File: config.mk
export PLATFORM = sky130hd
export DESIGN_NAME = spi_slave
export DESIGN_NICKNAME = d
export VERILOG_FILES = /design/src/rtl/spi_pkg.sv /design/src/rtl/spi_sync.sv /design/src/rtl/spi_slave.sv
export SDC_FILE = /design/constraint.sdc
export NUM_CORES = 1
export LEC_CHECK = 0
export CORE_ASPECT_RATIO = 0.7
export CORE_UTILIZATION = 57
export CTS_CLUSTER_SIZE = 40
export DETAILED_ROUTE_END_ITERATION = 8
export PLACE_DENSITY = 0.87
export SKIP_CTS_REPAIR_TIMING = 1
export SLEW_MARGIN = 20
export SYNTH_ARGS = -nofsm -noshare
export SYNTH_HDL_FRONTEND = slang
export SYNTH_SLANG_ARGS = --single-unit
File: constraint.sdc
create_clock -name clk_i -period 3.9 [get_ports clk_i]
set_input_delay 0.585 -clock clk_i [delete_from_list [all_inputs] [get_ports clk_i]]
set_output_delay 0.585 -clock clk_i [all_outputs]
set_load 0.02 [all_outputs]
File: src/rtl/spi_pkg.sv
// Shared SPI definitions for the master, the slave and the bench.
//   state_t        : IDLE / ACTIVE frame state of the slave
//   spi_mode_t     : {cpol, cpha} clocking mode
//   SPI_DW_DEFAULT : default word width
package spi_pkg;

  localparam int SPI_DW_DEFAULT = 8;

  typedef enum logic {
    IDLE   = 1'b0,
    ACTIVE = 1'b1
  } state_t;

  typedef struct packed {
    logic cpol;
    logic cpha;
  } spi_mode_t;

endpackage

File: src/rtl/spi_sync.sv
// Multi-bit, multi-stage synchronizer for asynchronous inputs.
//   clk_i     : destination clock
//   rst_i     : synchronous active-high reset
//   rst_val_i : per-bit value loaded into every stage on reset
//   d_i       : asynchronous inputs
//   q_o       : synchronized outputs, Stages cycles after d_i
module spi_sync #(
  parameter int W      = 1,
  parameter int Stages = 2
) (
  input  logic         clk_i,
  input  logic         rst_i,
  input  logic [W-1:0] rst_val_i,
  input  logic [W-1:0] d_i,
  output logic [W-1:0] q_o
);

  logic [W-1:0] stage_q [Stages];

  always_ff @(posedge clk_i) begin
    if (rst_i) begin
      for (int i = 0; i < Stages; i++) begin
        stage_q[i] <= rst_val_i;
      end
    end else begin
      stage_q[0] <= d_i;
      for (int i = 1; i < Stages; i++) begin
        stage_q[i] <= stage_q[i-1];
      end
    end
  end

  assign q_o = stage_q[Stages-1];

endmodule

File: src/rtl/spi_slave.sv
// SPI responder. Oversamples sclk/ss_n/mosi on clk_i, shifts a DW-bit
// word in on MOSI and out on MISO (MSB first) in all four CPOL/CPHA modes.
//   clk_i, rst_i          : system clock, synchronous active-high reset
//   cpol_i, cpha_i        : SPI mode, stable while selected
//   din_i                 : word to transmit, captured at select and after each word
//   dout_o                : last completely received word
//   spi_done_tick_o       : one-cycle pulse when dout_o updates
//   busy_o                : high while selected
//   sclk_i, ss_n_i, mosi_i: asynchronous SPI pins from the master
//   miso_o, miso_oe_o     : serial data to master and its tri-state enable
module spi_slave
  import spi_pkg::*;
#(
  parameter int DW         = SPI_DW_DEFAULT,
  parameter int SyncStages = 2
) (
  input  logic          clk_i,
  input  logic          rst_i,
  input  logic          cpol_i,
  input  logic          cpha_i,
  input  logic [DW-1:0] din_i,
  output logic [DW-1:0] dout_o,
  output logic          spi_done_tick_o,
  output logic          busy_o,
  input  logic          sclk_i,
  input  logic          ss_n_i,
  input  logic          mosi_i,
  output logic          miso_o,
  output logic          miso_oe_o
);

  localparam int CW = $clog2(DW);
  localparam int FW = $clog2(SyncStages + 1);
  localparam logic [CW-1:0] LAST_BIT = CW'(DW - 1);
  localparam logic [FW-1:0] FILL_MAX = FW'(SyncStages);

  spi_mode_t mode;
  assign mode = '{cpol: cpol_i, cpha: cpha_i};

  // Synchronized pins: {sclk, ss_n, mosi}
  logic [2:0] pins_w;
  logic [2:0] rst_vals_w;
  logic [2:0] synced_w;
  logic       sclk_s, ss_n_s, mosi_s;

  assign pins_w     = {sclk_i, ss_n_i, mosi_i};
  assign rst_vals_w = {cpol_i, 1'b1, 1'b0};

  spi_sync #(
    .W      (3),
    .Stages (SyncStages)
  ) u_sync (
    .clk_i     (clk_i),
    .rst_i     (rst_i),
    .rst_val_i (rst_vals_w),
    .d_i       (pins_w),
    .q_o       (synced_w)
  );

  assign sclk_s = synced_w[2];
  assign ss_n_s = synced_w[1];
  assign mosi_s = synced_w[0];

  state_t          state_q;
  logic [DW-1:0]   tx_q;
  logic [DW-2:0]   rx_q;       // DW-1 bits of history; the current bit completes the word
  logic [CW-1:0]   bit_cnt_q;
  logic            sampled_q;
  logic            reload_q;
  logic [DW-1:0]   dout_q;
  logic            done_q;
  logic            busy_q;
  logic            sclk_prev_q;
  logic            ss_prev_q;
  // After reset the synchronizer holds fake "deselected" values. A frame may
  // start only once a genuine high ss_n has come through, so a reset while
  // ss_n is held low cannot fabricate a falling edge.
  logic [FW-1:0]   fill_q;
  logic            armed_q;

  logic [DW-1:0]   rx_d;
  logic            lead_edge, trail_edge, sample_edge, shift_edge;
  logic            ss_fall, ss_rise;

  assign rx_d        = {rx_q, mosi_s};
  assign lead_edge   = (sclk_prev_q == mode.cpol) && (sclk_s != mode.cpol);
  assign trail_edge  = (sclk_prev_q != mode.cpol) && (sclk_s == mode.cpol);
  assign sample_edge = mode.cpha ? trail_edge : lead_edge;
  assign shift_edge  = mode.cpha ? lead_edge : trail_edge;
  assign ss_fall     = armed_q && ss_prev_q && !ss_n_s;
  assign ss_rise     = ss_n_s && !ss_prev_q;

  always_ff @(posedge clk_i) begin
    if (rst_i) begin
      state_q     <= IDLE;
      tx_q        <= '0;
      rx_q        <= '0;
      bit_cnt_q   <= '0;
      sampled_q   <= 1'b0;
      reload_q    <= 1'b0;
      dout_q      <= '0;
      done_q      <= 1'b0;
      busy_q      <= 1'b0;
      sclk_prev_q <= cpol_i;
      ss_prev_q   <= 1'b1;
      fill_q      <= '0;
      armed_q     <= 1'b0;
    end else begin
      sclk_prev_q <= sclk_s;
      ss_prev_q   <= ss_n_s;
      done_q      <= 1'b0;
      if (fill_q != FILL_MAX) begin
        fill_q <= fill_q + 1'b1;
      end
      if (fill_q == FILL_MAX && ss_n_s) begin
        armed_q <= 1'b1;
      end

      case (state_q)
        IDLE: begin
          if (ss_fall) begin
            state_q   <= ACTIVE;
            tx_q      <= din_i;
            bit_cnt_q <= '0;
            sampled_q <= 1'b0;
            reload_q  <= 1'b0;
            busy_q    <= 1'b1;
          end
        end
        ACTIVE: begin
          // Deselect wins over any sclk edge seen in the same cycle.
          if (ss_rise) begin
            state_q   <= IDLE;
            busy_q    <= 1'b0;
            bit_cnt_q <= '0;
          end else if (sample_edge) begin
            rx_q      <= rx_d[DW-2:0];
            sampled_q <= 1'b1;
            if (bit_cnt_q == LAST_BIT) begin
              bit_cnt_q <= '0;
              dout_q    <= rx_d;
              done_q    <= 1'b1;
              reload_q  <= 1'b1;
            end else begin
              bit_cnt_q <= bit_cnt_q + 1'b1;
            end
          end else if (shift_edge && sampled_q) begin
            // Without a prior sample this is the cpha=1 opening edge; MSB is already out.
            if (reload_q) begin
              tx_q     <= din_i;
              reload_q <= 1'b0;
            end else begin
              tx_q <= {tx_q[DW-2:0], 1'b0};
            end
            sampled_q <= 1'b0;
          end
        end
        default: state_q <= IDLE;
      endcase
    end
  end

  assign dout_o          = dout_q;
  assign spi_done_tick_o = done_q;
  assign busy_o          = busy_q;
  assign miso_oe_o       = (state_q == ACTIVE);
  assign miso_o          = (state_q == ACTIVE) ? tx_q[DW-1] : 1'b0;

endmodule

# ---- Yosys cells after proc, flatten, opt, wreduce, memory -nomap -nowiden
# Memories as Yosys holds them, arrays and structs flattened.
# Cells that the tools add are included.
dict set report word_totals {
  reg_bits 36
  mem_bits_ro 0
  wordCells 89
  ram_bits 6
  mem_count 1
  out_inout_bits 12
  inputBits 15
  latchBits 0
}
# name depth width read_ports rd_ports_with_merged_regs wr line_no
set memory_table {}
lappend memory_table {u_sync.stage_q 2 3 2 0 2 spi_sync.sv:18} ;# logic [W-1:0] stage_q [Stages];
dict set report op_classes {
  mul 0
  n_bitwise 5
  reduce_logical 17
  add_sub_neg 2
  shifts 0
  n_lt_le_gt_ge 0
  n_div 0
  eq_ne 15
  mux 36
}
# cell n
set ops {}
lappend ops {{$mux W8} 5}
lappend ops {{$mux W1} 19}
lappend ops {{$mux W3} 6}
lappend ops {{$pmux W8 S2} 1}
lappend ops {{$reduce_and A4 Y1} 3}
lappend ops {{$ne A2 B2 Y1 const B} 4}
lappend ops {{$pmux W1 S2} 4}
lappend ops {{$logic_and A1 B1 Y1} 7}
lappend ops {{$ne A3 B1 Y1 const B} 2}
lappend ops {{$pmux W3 S2} 1}
lappend ops {{$reduce_and A3 Y1} 2}
lappend ops {{$ne A2 B1 Y1 const B} 2}
lappend ops {{$reduce_and A2 Y1} 2}
lappend ops {{$reduce_or A4 Y1} 1}
lappend ops {{$add A3 B1 Y3 const B} 1}
lappend ops {{$eq A3 B3 Y1 const B} 1}
lappend ops {{$ne A3 B2 Y1 const B} 1}
lappend ops {{$not A1 Y1} 3}
lappend ops {{$add A2 B1 Y2 const B} 1}
lappend ops {{$eq A1 B1 Y1} 2}
lappend ops {{$eq A2 B2 Y1 const B} 1}
lappend ops {{$logic_not A1 Y1} 2}
lappend ops {{$ne A1 B1 Y1} 2}
lappend ops {{$or A1 B1 Y1} 2}

# ---- Logic depth before layout (Yosys ltp)
# Gate-level depths: netlist of the first run.
# An unclocked memory read counts as a cell.
dict set report depth {
  depth_word 9
  depth_mapped 6
  ltp_nobuf 5
}

# ---- Cells and area by module
# Synthesis of the first run repeated with hierarchy kept, for this count alone.
dict set report hier_totals {
  hier_cells 208
  hier_area_um2 2009.4
}
# module cells_each instances seq_area_each_um2 area_per_inst_um2
set modules_own_cells {}
lappend modules_own_cells {spi_slave 192 1 720.7 1765.4}
lappend modules_own_cells {spi_sync 16 1 120.1 244.0}

# ---- Least setup slack after synthesis of the first run
# Ideal clock, no wire load.
dict set report synth_timing {
  path_type {in2reg}
  from {in cpol_i}
  to {reg rx_q[0]}
  path_buffers 1
  required_time_ns 3.828
  slack_ns 2.113
  path_stages 5
  t_arrival_ns 1.715
  path_cell_list {xnor2_2 -> mux2i_2 -> and3_4 -> buf_6 -> mux2i_1}
}
dict set report synth_via {
  elab_chain_len 4
  word_cells_on_any_way 8
  cone_classes {eq/ne: 4; mux: 1; reduce/logical: 3}
}
# element line_no
set synth_lines {}
lappend synth_lines {{from (decl)} spi_slave.sv:19} ;# input logic cpol_i,
lappend synth_lines {{$eq A1 B1 Y1 (tied with other cells)} spi_slave.sv:86} ;# assign lead_edge = (sclk_prev_q == mode.cpol) && (sclk_s != mode.cpol);
lappend synth_lines {{$logic_and A1 B1 Y1, on equally long branches} {spi_slave.sv:86, spi_slave.sv:87}}
lappend synth_lines {{$mux W1 (*)} spi_slave.sv:88} ;# assign sample_edge = mode.cpha ? trail_edge : lead_edge;
lappend synth_lines {{$reduce_and A3 Y1 (no line) (*)} --}
lappend synth_lines {{to (signal assigned)} spi_slave.sv:137} ;# rx_q <= rx_d[DW-2:0];
lappend synth_lines {{to (decl)} spi_slave.sv:66} ;# logic [DW-2:0] rx_q;
# Mark *: on every way between the ends. The rest lies on a longest branch, timed or not.
# A chain may end at the register's enable or synchronous reset.

==> impl_results.md, run 1 <==
* Die W at 69.4 um
* DRT Pass-1 Iters at 4
* Routability cong. at 0.710
* Number of enable flip-flop cells after synthesis at 0
* Total power at 940 uW
* Grt total ovfl at 0
* Worst vdd rail ir drop at 0.372 mV
* Arrival time at the worst endpoint at 2.74 ns
* H-tree Lvls at 2
* First-pass GRT wire length at 5770 um
* Yosys reg bits at 42
* Crit path buf inv count at 2
* Clock Skew at 0.00482 ns
* CTS Buf Count at 5
* Via count at 1,372
* Maxcap violations at 0
* Wire length per cell after detailed routing at 14.6 um
* CTS max path bufs at 2
* Main synth FF type: dfxtp_1
* Reg area at 841 um2
* Vias per cell at 5.74
* Crit Path Class: input port to flip-flop
* Slew margin rel. at 0.534
* Post-Syn Area at 1810 um2
* Area grow syn2layout at 19.5%
* WP data required at 4.07 ns
* CTS tree: yes
* Status: finished, final reports clean
* Die area at 3410 um2
* Initial core utilization at 0.624
* Multi-input combinational cell area at 878 um2
* Cells along the critical path: clkdlybuf4s50_1 > clkinv_1 > nand2_1 > mux2i_1
* Register area share after synthesis at 0.464
* Later-pin clock latency in the skew report at 0.29 ns
* Distinct cell type count after synthesis at 39
* Pin slew with the least headroom to its limit at 0.694 ns
* Net count after synthesis at 199
* Core ar. at 2900 um2
* Root buffer cell: clkbuf_8
* Detailed Route WL at 3490 um
* # port buffers at 26
* Antenna-violating nets left at 0
* Leak pwr at 0.989 nW
* Antenna violations before repair at 0
* Post-synth ARST share at 0
* Final Hold Viols at 0
* Residual DRC at 0
* Post-layout min period at 2.58 ns
* Row Count at 16
* Total GRT Usage at 0.221
* CP Launch Type: input port
* RSZ-0062 raised after global routing: no
* Filler instances at 204
* Layout cell share with drive strength beyond 1 at 0.0739
* Worst Hold Class: flip-flop to flip-flop
* Power Density at 435 nW/um2
* Final setup vio count at 0
* CTS sink count at 42
* Avg Cell Area, Syn at 10.0 um2
* Vias in the first global route at 1,307
* Largest net degree at the start of global routing at 27
* CP max FO at 26
* Io pins at 27
* Setup crit end kind: flip-flop
* Slew Limit Fails at 0
* Delay-heaviest family, CP: buffers and inverters
* TNS Setup at 0 ns
* Critical Path Max Stage Delay at 0.90 ns
* Antenna cells at 0
* Final net count at 221
* Warnings, synthesis at 0
* Cells after synthesis at 181
* Critical path's slowest cell: clkdlybuf4s50_1
* Period utilisation layout at 0.661
* Fin util at 0.745
* Chip Height at 49.2 um
* Post-detail-place hpwl at 2490 um
* Initial DRC count at 87
* Fmax at 388 MHz
* Worst-path clk slew at 0.07 ns
sequential cells by signal, summed over array words and instances (netlist names), 2 cells and up:
name            flops
dout_o              8
tx_q                8
rx_q                7
u_sync.stage_q      6
bit_cnt_q           3
fill_q              2
synthesized netlist by cell type, types with 3 or more instances:
| master | n | share of area |
|---|---|---|
| a21oi_1 | 6 | 0.017 |
| and3b_1 | 4 | 0.019 |
| buf_6 | 3 | 0.019 |
| clkbuf_1 | 7 | 0.015 |
| dfxtp_1 | 42 | 0.46 |
| ha_1 | 3 | 0.021 |
| inv_1 | 5 | 0.010 |
| mux2i_1 | 26 | 0.14 |
| nand2_1 | 21 | 0.044 |
| nand2b_1 | 4 | 0.014 |
| nand3_1 | 3 | 0.0083 |
| nor2_1 | 7 | 0.015 |
| nor3_1 | 3 | 0.0083 |
| o211a_1 | 7 | 0.039 |
| o211ai_1 | 7 | 0.029 |
| o21ai_0 | 4 | 0.011 |
| or2_2 | 3 | 0.010 |
metal layers:
layer	GRT usage	vias to the layer above	part of all wire	wire length [um]
met1	0.274	659	0.48	1660
li1	-	677	-	-
met3	0.0744	6	0.034	118
met2	0.348	30	0.48	1660
met4	0.109	0	0.014	48
met5	0	-	0	0
final timing paths:
check | startpoint | endpoint | slack [ns] | cells after the start
setup / recovery | rst_i | dout_o[1]$_SDFFE_PP0P_ | 1.32 | 4
hold / removal | u_sync.stage_q[0][1]$_SDFF_PP1_ | u_sync.stage_q[0][4]$_SDFF_PP1_ | 0.42 | 1
setup reg to reg | miso_oe_o$_SDFF_PP0_ | bit_cnt_q[0]$_SDFFE_PP0P_ | 1.85 | 4
hold reg to reg | u_sync.stage_q[0][1]$_SDFF_PP1_ | u_sync.stage_q[0][4]$_SDFF_PP1_ | 0.42 | 1
through the flow:
stage | cells | area (um2) | hold WS, ns | worst slack (ns)
floorplan | 181 | 1810 | 0.389 | 2.11
global placement | 232 | 2050 | 0.399 | 1.15
detailed placement | 232 | 2050 | 0.408 | 1.04
CTS | 239 | 2160 | 0.426 | 1.33
global route | 239 | 2160 | 0.472 | 1.15
finish | 239 | 2160 | 0.423 | 1.32
report_power, final:
group,leakage (nW),switching (mW),internal (mW)
Sequential,0.341,0.0194,0.456
Clock,0.0573,0.142,0.205
Combinational,0.590,0.0616,0.0566
Total,0.989,0.223,0.718
layout make-up:
type                       instances  share of cell area
clock inverter                     1              0.0139
timing repair buffer              26               0.120
inverter                           7              0.0121
clock buffer                       6              0.0382
sequential                        42               0.389
multi-input combinational        121               0.406
tap                               36              0.0208
cells in the final DEF (no fill, tap or decap), types with 2 or more instances in the layout:
| cell type | instances |
|---|---|
| a21oi_1 | 6 |
| and2_1 | 2 |
| and3b_1 | 4 |
| clkbuf_8 | 6 |
| clkdlybuf4s50_1 | 26 |
| clkinv_1 | 2 |
| dfxtp_1 | 42 |
| ha_1 | 3 |
| inv_1 | 5 |
| mux2i_1 | 26 |
| nand2_1 | 21 |
| nand2b_1 | 4 |
| nand3_1 | 3 |
| nand4_1 | 2 |
| nor2_1 | 7 |
| nor2b_1 | 2 |
| nor3_1 | 3 |
| o211a_1 | 7 |
| o211ai_1 | 7 |
| o21ai_0 | 4 |
| or2_2 | 3 |
kinds of logic after synthesis:
family          count (synthesis)  share of synthesized area
compound gates                 33                      0.136
xor+xnor                        2                     0.0138
fa+ha+maj                       3                     0.0207
buf+inv                        18                     0.0505
flops                          42                      0.464
mux                            28                      0.158
simple gates                   55                      0.157
worst register-to-register path, stage by stage (launching register included):
cell	delay, ns
dfxtp_1	0.76
clkinv_1	0.47
mux2i_1	0.32
a21oi_1	0.10
a32o_1	0.30
Note: power is estimated with default switching activity, not from simulation.
==> run 2, diff against run 1 <==
CORE_UTILIZATION = 53   (was 57)
PLACE_DENSITY = 0.82   (was 0.87)
clock period = 2.5 ns   (was 3.9 ns; I/O delays follow)
==> run 2 against run 1 <==
Setup slack worse by 0.88 ns. Clock skew hardly changed. Total power is 55% higher. Utilization is 6.0 points lower. Critical path depth is 1 higher. Register-to-register slack worse by 1.2 ns. Flip-flop and latch count stayed put. Hold slack better by 0.017 ns. Via count is 0.87% lower. Non-clock buffer count is 3 higher. Cell area is 1.7% higher. Die area is 7.3% higher. Largest cell class unchanged.
==> impl_results.md, run 2 (synthesis results as in run 1) <==
* Layout cell share with drive strength beyond 1 at 0.0874
* Place WS at 0.185 ns
* Worst Hold Class: flip-flop to flip-flop
* Residual DRC at 0
* Maxcap violations at 0
* Antenna cells at 0
* Fin util at 0.685
* Io pins at 27
* Slew Limit Fails at 0
* Die W at 71.9 um
* Core ar. at 3210 um2
* Antenna-violating nets left at 0
* Grt met1 use at 0.259
* CTS max path bufs at 2
* Period utilisation layout at 0.822
* Antenna violations before repair at 0
* Most common cell after layout, fill and taps aside: dfxtp_1
* Status: finished, final reports clean
* GR Util met3 at 0.0473
* CP Launch Type: input port
* Detailed Route WL at 3350 um
* Vias per cell at 5.38
* Pin slew with the least headroom to its limit at 0.490 ns
* CTS sink count at 42
* Post-detail-place hpwl at 2330 um
* Final Hold Viols at 0
* Commonest non-fill, non-tap cells in the layout: dfxtp_1, mux2i_1, clkdlybuf4s50_1, nand2_1
* Row Count at 17
* CP max FO at 7
* Total power at 1.46 mW
* TNS Setup at 0 ns
* Met2 usage at 0.347
* Leak pwr at 1.00 nW
* CTS Buf Count at 5
* Setup crit end kind: flip-flop
* WP data required at 2.71 ns
* Later-pin clock latency in the skew report at 0.29 ns
* Routability cong. at 0.773
* Total GRT Usage at 0.208
* Clock Skew at 0.00451 ns
* Area grow syn2layout at 21.5%
* Arrival time at the worst endpoint at 2.27 ns
* RSZ-0062 raised after global routing: no
* Chip Height at 50.9 um
* First-pass GRT wire length at 5720 um
* Fmax at 486 MHz
* H-tree Lvls at 2
* Root buffer cell: clkbuf_8
* Slew margin rel. at 0.673
* Post-layout min period at 2.06 ns
* Via count at 1,360
* DRT Pass-1 Iters at 4
* Initial core utilization at 0.564
* Worst vdd rail ir drop at 0.472 mV
* Crit Path Class: input port to flip-flop
* Initial DRC count at 73
* Worst-path clk slew at 0.08 ns
* Top Usage Layer GRT: met2
* Die area at 3660 um2
* CTS tree: yes
* # port buffers at 26
* Setup ws final at 0.444 ns
* Final setup vio count at 0
* Final net count at 224
* Wire length per cell after detailed routing at 13.2 um
* Hold WS at 0.440 ns
* Vias in the first global route at 1,283
* Largest net degree at the start of global routing at 27
* Power Density at 663 nW/um2
* Grt total ovfl at 0
[run 2: cell types whose count changed in the layout (fill, tap and decap cells not counted)]
cell   delta
buf_4     +3
[run 2: worst paths after layout]
check	slack, ns	end	cells after the start	from
worst max register to register	0.68	bit_cnt_q[0]$_SDFFE_PP0P_	5	miso_oe_o$_SDFF_PP0_
worst min register to register	0.44	u_sync.stage_q[0][4]$_SDFF_PP1_	1	u_sync.stage_q[0][1]$_SDFF_PP1_
worst min-delay path	0.44	u_sync.stage_q[0][4]$_SDFF_PP1_	1	u_sync.stage_q[0][1]$_SDFF_PP1_
worst max-delay path	0.44	dout_o[2]$_SDFFE_PP0P_	5	cpol_i
[run 2: power by group]
part	switching, mW	leakage (nW)	internal, mW
sequential	0.0280	0.341	0.712
combinational	0.0912	0.605	0.0904
clock	0.217	0.0573	0.319
total	0.336	1.00	1.12
[run 2: per-stage QoR]
stage,area (um2),instances
floorplan,1810,181
global placement,2090,246
detailed placement,2090,246
CTS,2200,253
global route,2200,253
finish,2200,253
[run 2: worst max-delay path, stage by stage]
cell and delay, ns:
clkdlybuf4s50_1 0.46, xnor2_2 0.32, mux2i_2 0.42, and3_1 0.43, mux2i_1 0.26
[run 2: area by class of cell]
cell class | instances | area, um2
Inverter | 7 | 26.3
Clock buffer | 6 | 82.6
Sequential cell | 42 | 841
Fill cell | 252 | 1010
Tap cell | 47 | 58.8
Multi-Input combinational cell | 121 | 878
Clock inverter | 1 | 30.0
Timing Repair Buffer | 29 | 283
[run 2: layer usage]
layer  vias to the layer above  routed length (um)  part of all wire
li1                        687                   -                 -
met1                       632                1610              0.48
met2                        34                1540              0.46
met3                         7                 160             0.048
met4                         0                  40             0.012
met5                         -                   0                 0
==> run 3, diff against run 2 <==
CORE_UTILIZATION = 48   (was 53)
PLACE_DENSITY = 0.79   (was 0.82)
clock period = 1.7 ns   (was 2.5 ns; I/O delays follow)
==> run 3 against run 2 <==
Via count grew 1.2%. Utilization shrank 4.9 points. Hold slack lost 0.023 ns. Clock power grew 43%. Critical path depth grew 2. Non-clock buffer count grew 8. Global-route usage shrank 1.6 points. Largest cell class unchanged. Die area grew 10%. Total power grew 47%.
==> impl_results.md, run 3 (synthesis results as in run 1) <==
* Total GRT Usage at 0.192
* Largest net degree at the start of global routing at 21
* # port buffers at 26
* Levels on crit path at 7
* Antenna-violating nets left at 0
* Area grow syn2layout at 25.0%
* Total power at 2.14 mW
* Post-layout min period at 1.60 ns
* TNS Setup at 0 ns
* First-pass GRT wire length at 5580 um
* CTS Buf Count at 5
* Grt total ovfl at 0
* Vias in the first global route at 1,243
* Hold depth at 1
* Later-pin clock latency in the skew report at 0.30 ns
* Top cell by count, worst path: buf_4
* R2R setup slack at 0.18 ns
* Chip Height at 53.4 um
* CP Launch Type: input port
* Antenna violations before repair at 0
* Die area at 4030 um2
* Crit path capture: bit_cnt_q[2]$_SDFFE_PP0P_
* Routability cong. at 0.801
* RSZ-0062 raised after global routing: no
* Fin area at 2260 um2
* CTS tree: yes
* Delay-heaviest family, CP: buffers and inverters
* Core ar. at 3560 um2
* Initial core utilization at 0.509
* H-tree Lvls at 2
* Row Count at 18
* Filler instances at 315
* Via count at 1,376
* Period utilisation layout at 0.944
* Worst-path clk slew at 0.07 ns
* Reg area at 841 um2
* CP startpoint: cpol_i
* Antenna cells at 0
* Residual DRC at 0
* WP data required at 1.91 ns
* Final Hold Viols at 0
* Final setup vio count at 0
* Fmax at 623 MHz
* CTS max path bufs at 2
* CP max FO at 4
* Crit Path Class: input port to flip-flop
* Post-detail-place hpwl at 2430 um
* Setup crit end kind: flip-flop
* Arrival time at the worst endpoint at 1.82 ns
* Worst r2r src: miso_oe_o$_SDFF_PP0_
* Critical path's slowest cell: clkdlybuf4s50_1
* Worst vdd rail ir drop at 0.650 mV
* DRT Pass-1 Iters at 4
* Status: finished, final reports clean
* Maxcap violations at 0
* Most common cell after layout, fill and taps aside: dfxtp_1
* Clock Skew at 0.0121 ns
* Multi-input combinational cell area at 882 um2
* Leak pwr at 1.06 nW
* Commonest non-fill, non-tap cells in the layout: dfxtp_1, mux2i_1, clkdlybuf4s50_1, nand2_1, buf_4
* Cells along the critical path: clkdlybuf4s50_1 > xnor2_2 > mux2i_2 > buf_4 > buf_4 > a211o_1 > a21oi_1
* CTS sink count at 42
* Wire length per cell after detailed routing at 12.9 um
* Vias per cell at 5.19
* Pin slew with the least headroom to its limit at 0.478 ns
* Detailed Route WL at 3410 um
* FF-to-FF End: tx_q[4]$_SDFFE_PP0P_
* Critical Path Max Stage Delay at 0.46 ns
* Root buffer cell: clkbuf_8
* Initial DRC count at 52
* Crit path buf inv count at 3
* Die W at 75.4 um
* Worst Hold Class: flip-flop to flip-flop
* Layout cell share with drive strength beyond 1 at 0.116
* Dpl cell area at 2150 um2
* Io pins at 27
* Slew margin rel. at 0.681
* Final net count at 232
* Worst R2R Path Depth at 5
* Slew Limit Fails at 0
* Power Density at 945 nW/um2
run 3: cell types whose count changed in the layout (fill, tap and decap cells not counted):
cell | previous run | this run
dlymetal6s2s_1 | 0 | 1
clkdlybuf4s50_1 | 26 | 25
mux2_2 | 1 | 0
buf_4 | 3 | 11
mux2_4 | 0 | 1
clkbuf_8 | 6 | 5
clkbuf_1 | 0 | 2
run 3: metal layers:
metal,share of wire,track usage
met1,0.50,0.248
met2,0.42,0.299
met3,0.065,0.0590
met4,0.012,0.0710
met5,0,0
run 3: how the worst min path moves through the flow:
stage | slack, ns | endpoint | startpoint
3_3_place_gp | 0.40 | u_sync.stage_q[0][4]$_SDFF_PP1_ | u_sync.stage_q[0][1]$_SDFF_PP1_
3_5_place_dp | 0.40 | u_sync.stage_q[0][4]$_SDFF_PP1_ | u_sync.stage_q[0][1]$_SDFF_PP1_
6_report | 0.42 | u_sync.stage_q[0][4]$_SDFF_PP1_ | u_sync.stage_q[0][1]$_SDFF_PP1_
4_1_cts | 0.42 | u_sync.stage_q[0][4]$_SDFF_PP1_ | u_sync.stage_q[0][1]$_SDFF_PP1_
5_1_grt | 0.44 | u_sync.stage_q[0][4]$_SDFF_PP1_ | u_sync.stage_q[0][1]$_SDFF_PP1_
2_1_floorplan | 0.36 | u_sync.stage_q[0][1]$_SDFF_PP1_ | ss_n_i
run 3: final cells by class:
cell class,instances,share of cell area
Tap cell,50,0.0276
Multi-Input combinational cell,121,0.390
Clock inverter,1,0.0133
Clock buffer,7,0.0337
Sequential cell,42,0.371
Inverter,7,0.0116
Timing Repair Buffer,37,0.153
run 3: power by group:
part / switching [mW] / internal, mW / total (mW)
Combinational: 0.138 / 0.147 / 0.285
Sequential: 0.0393 / 1.05 / 1.09
Clock: 0.329 / 0.439 / 0.768
run 3: stage by stage:
step                setup slack, ns  hold WS, ns  cells   util
floorplan                     0.184        0.359    181      -
global placement             -0.190        0.395    257  0.604
detailed placement           -0.266        0.398    257  0.604
CTS                         0.00283        0.421    265  0.634
global route                 0.0275        0.438    265  0.636
finish                       0.0955        0.416    265  0.636
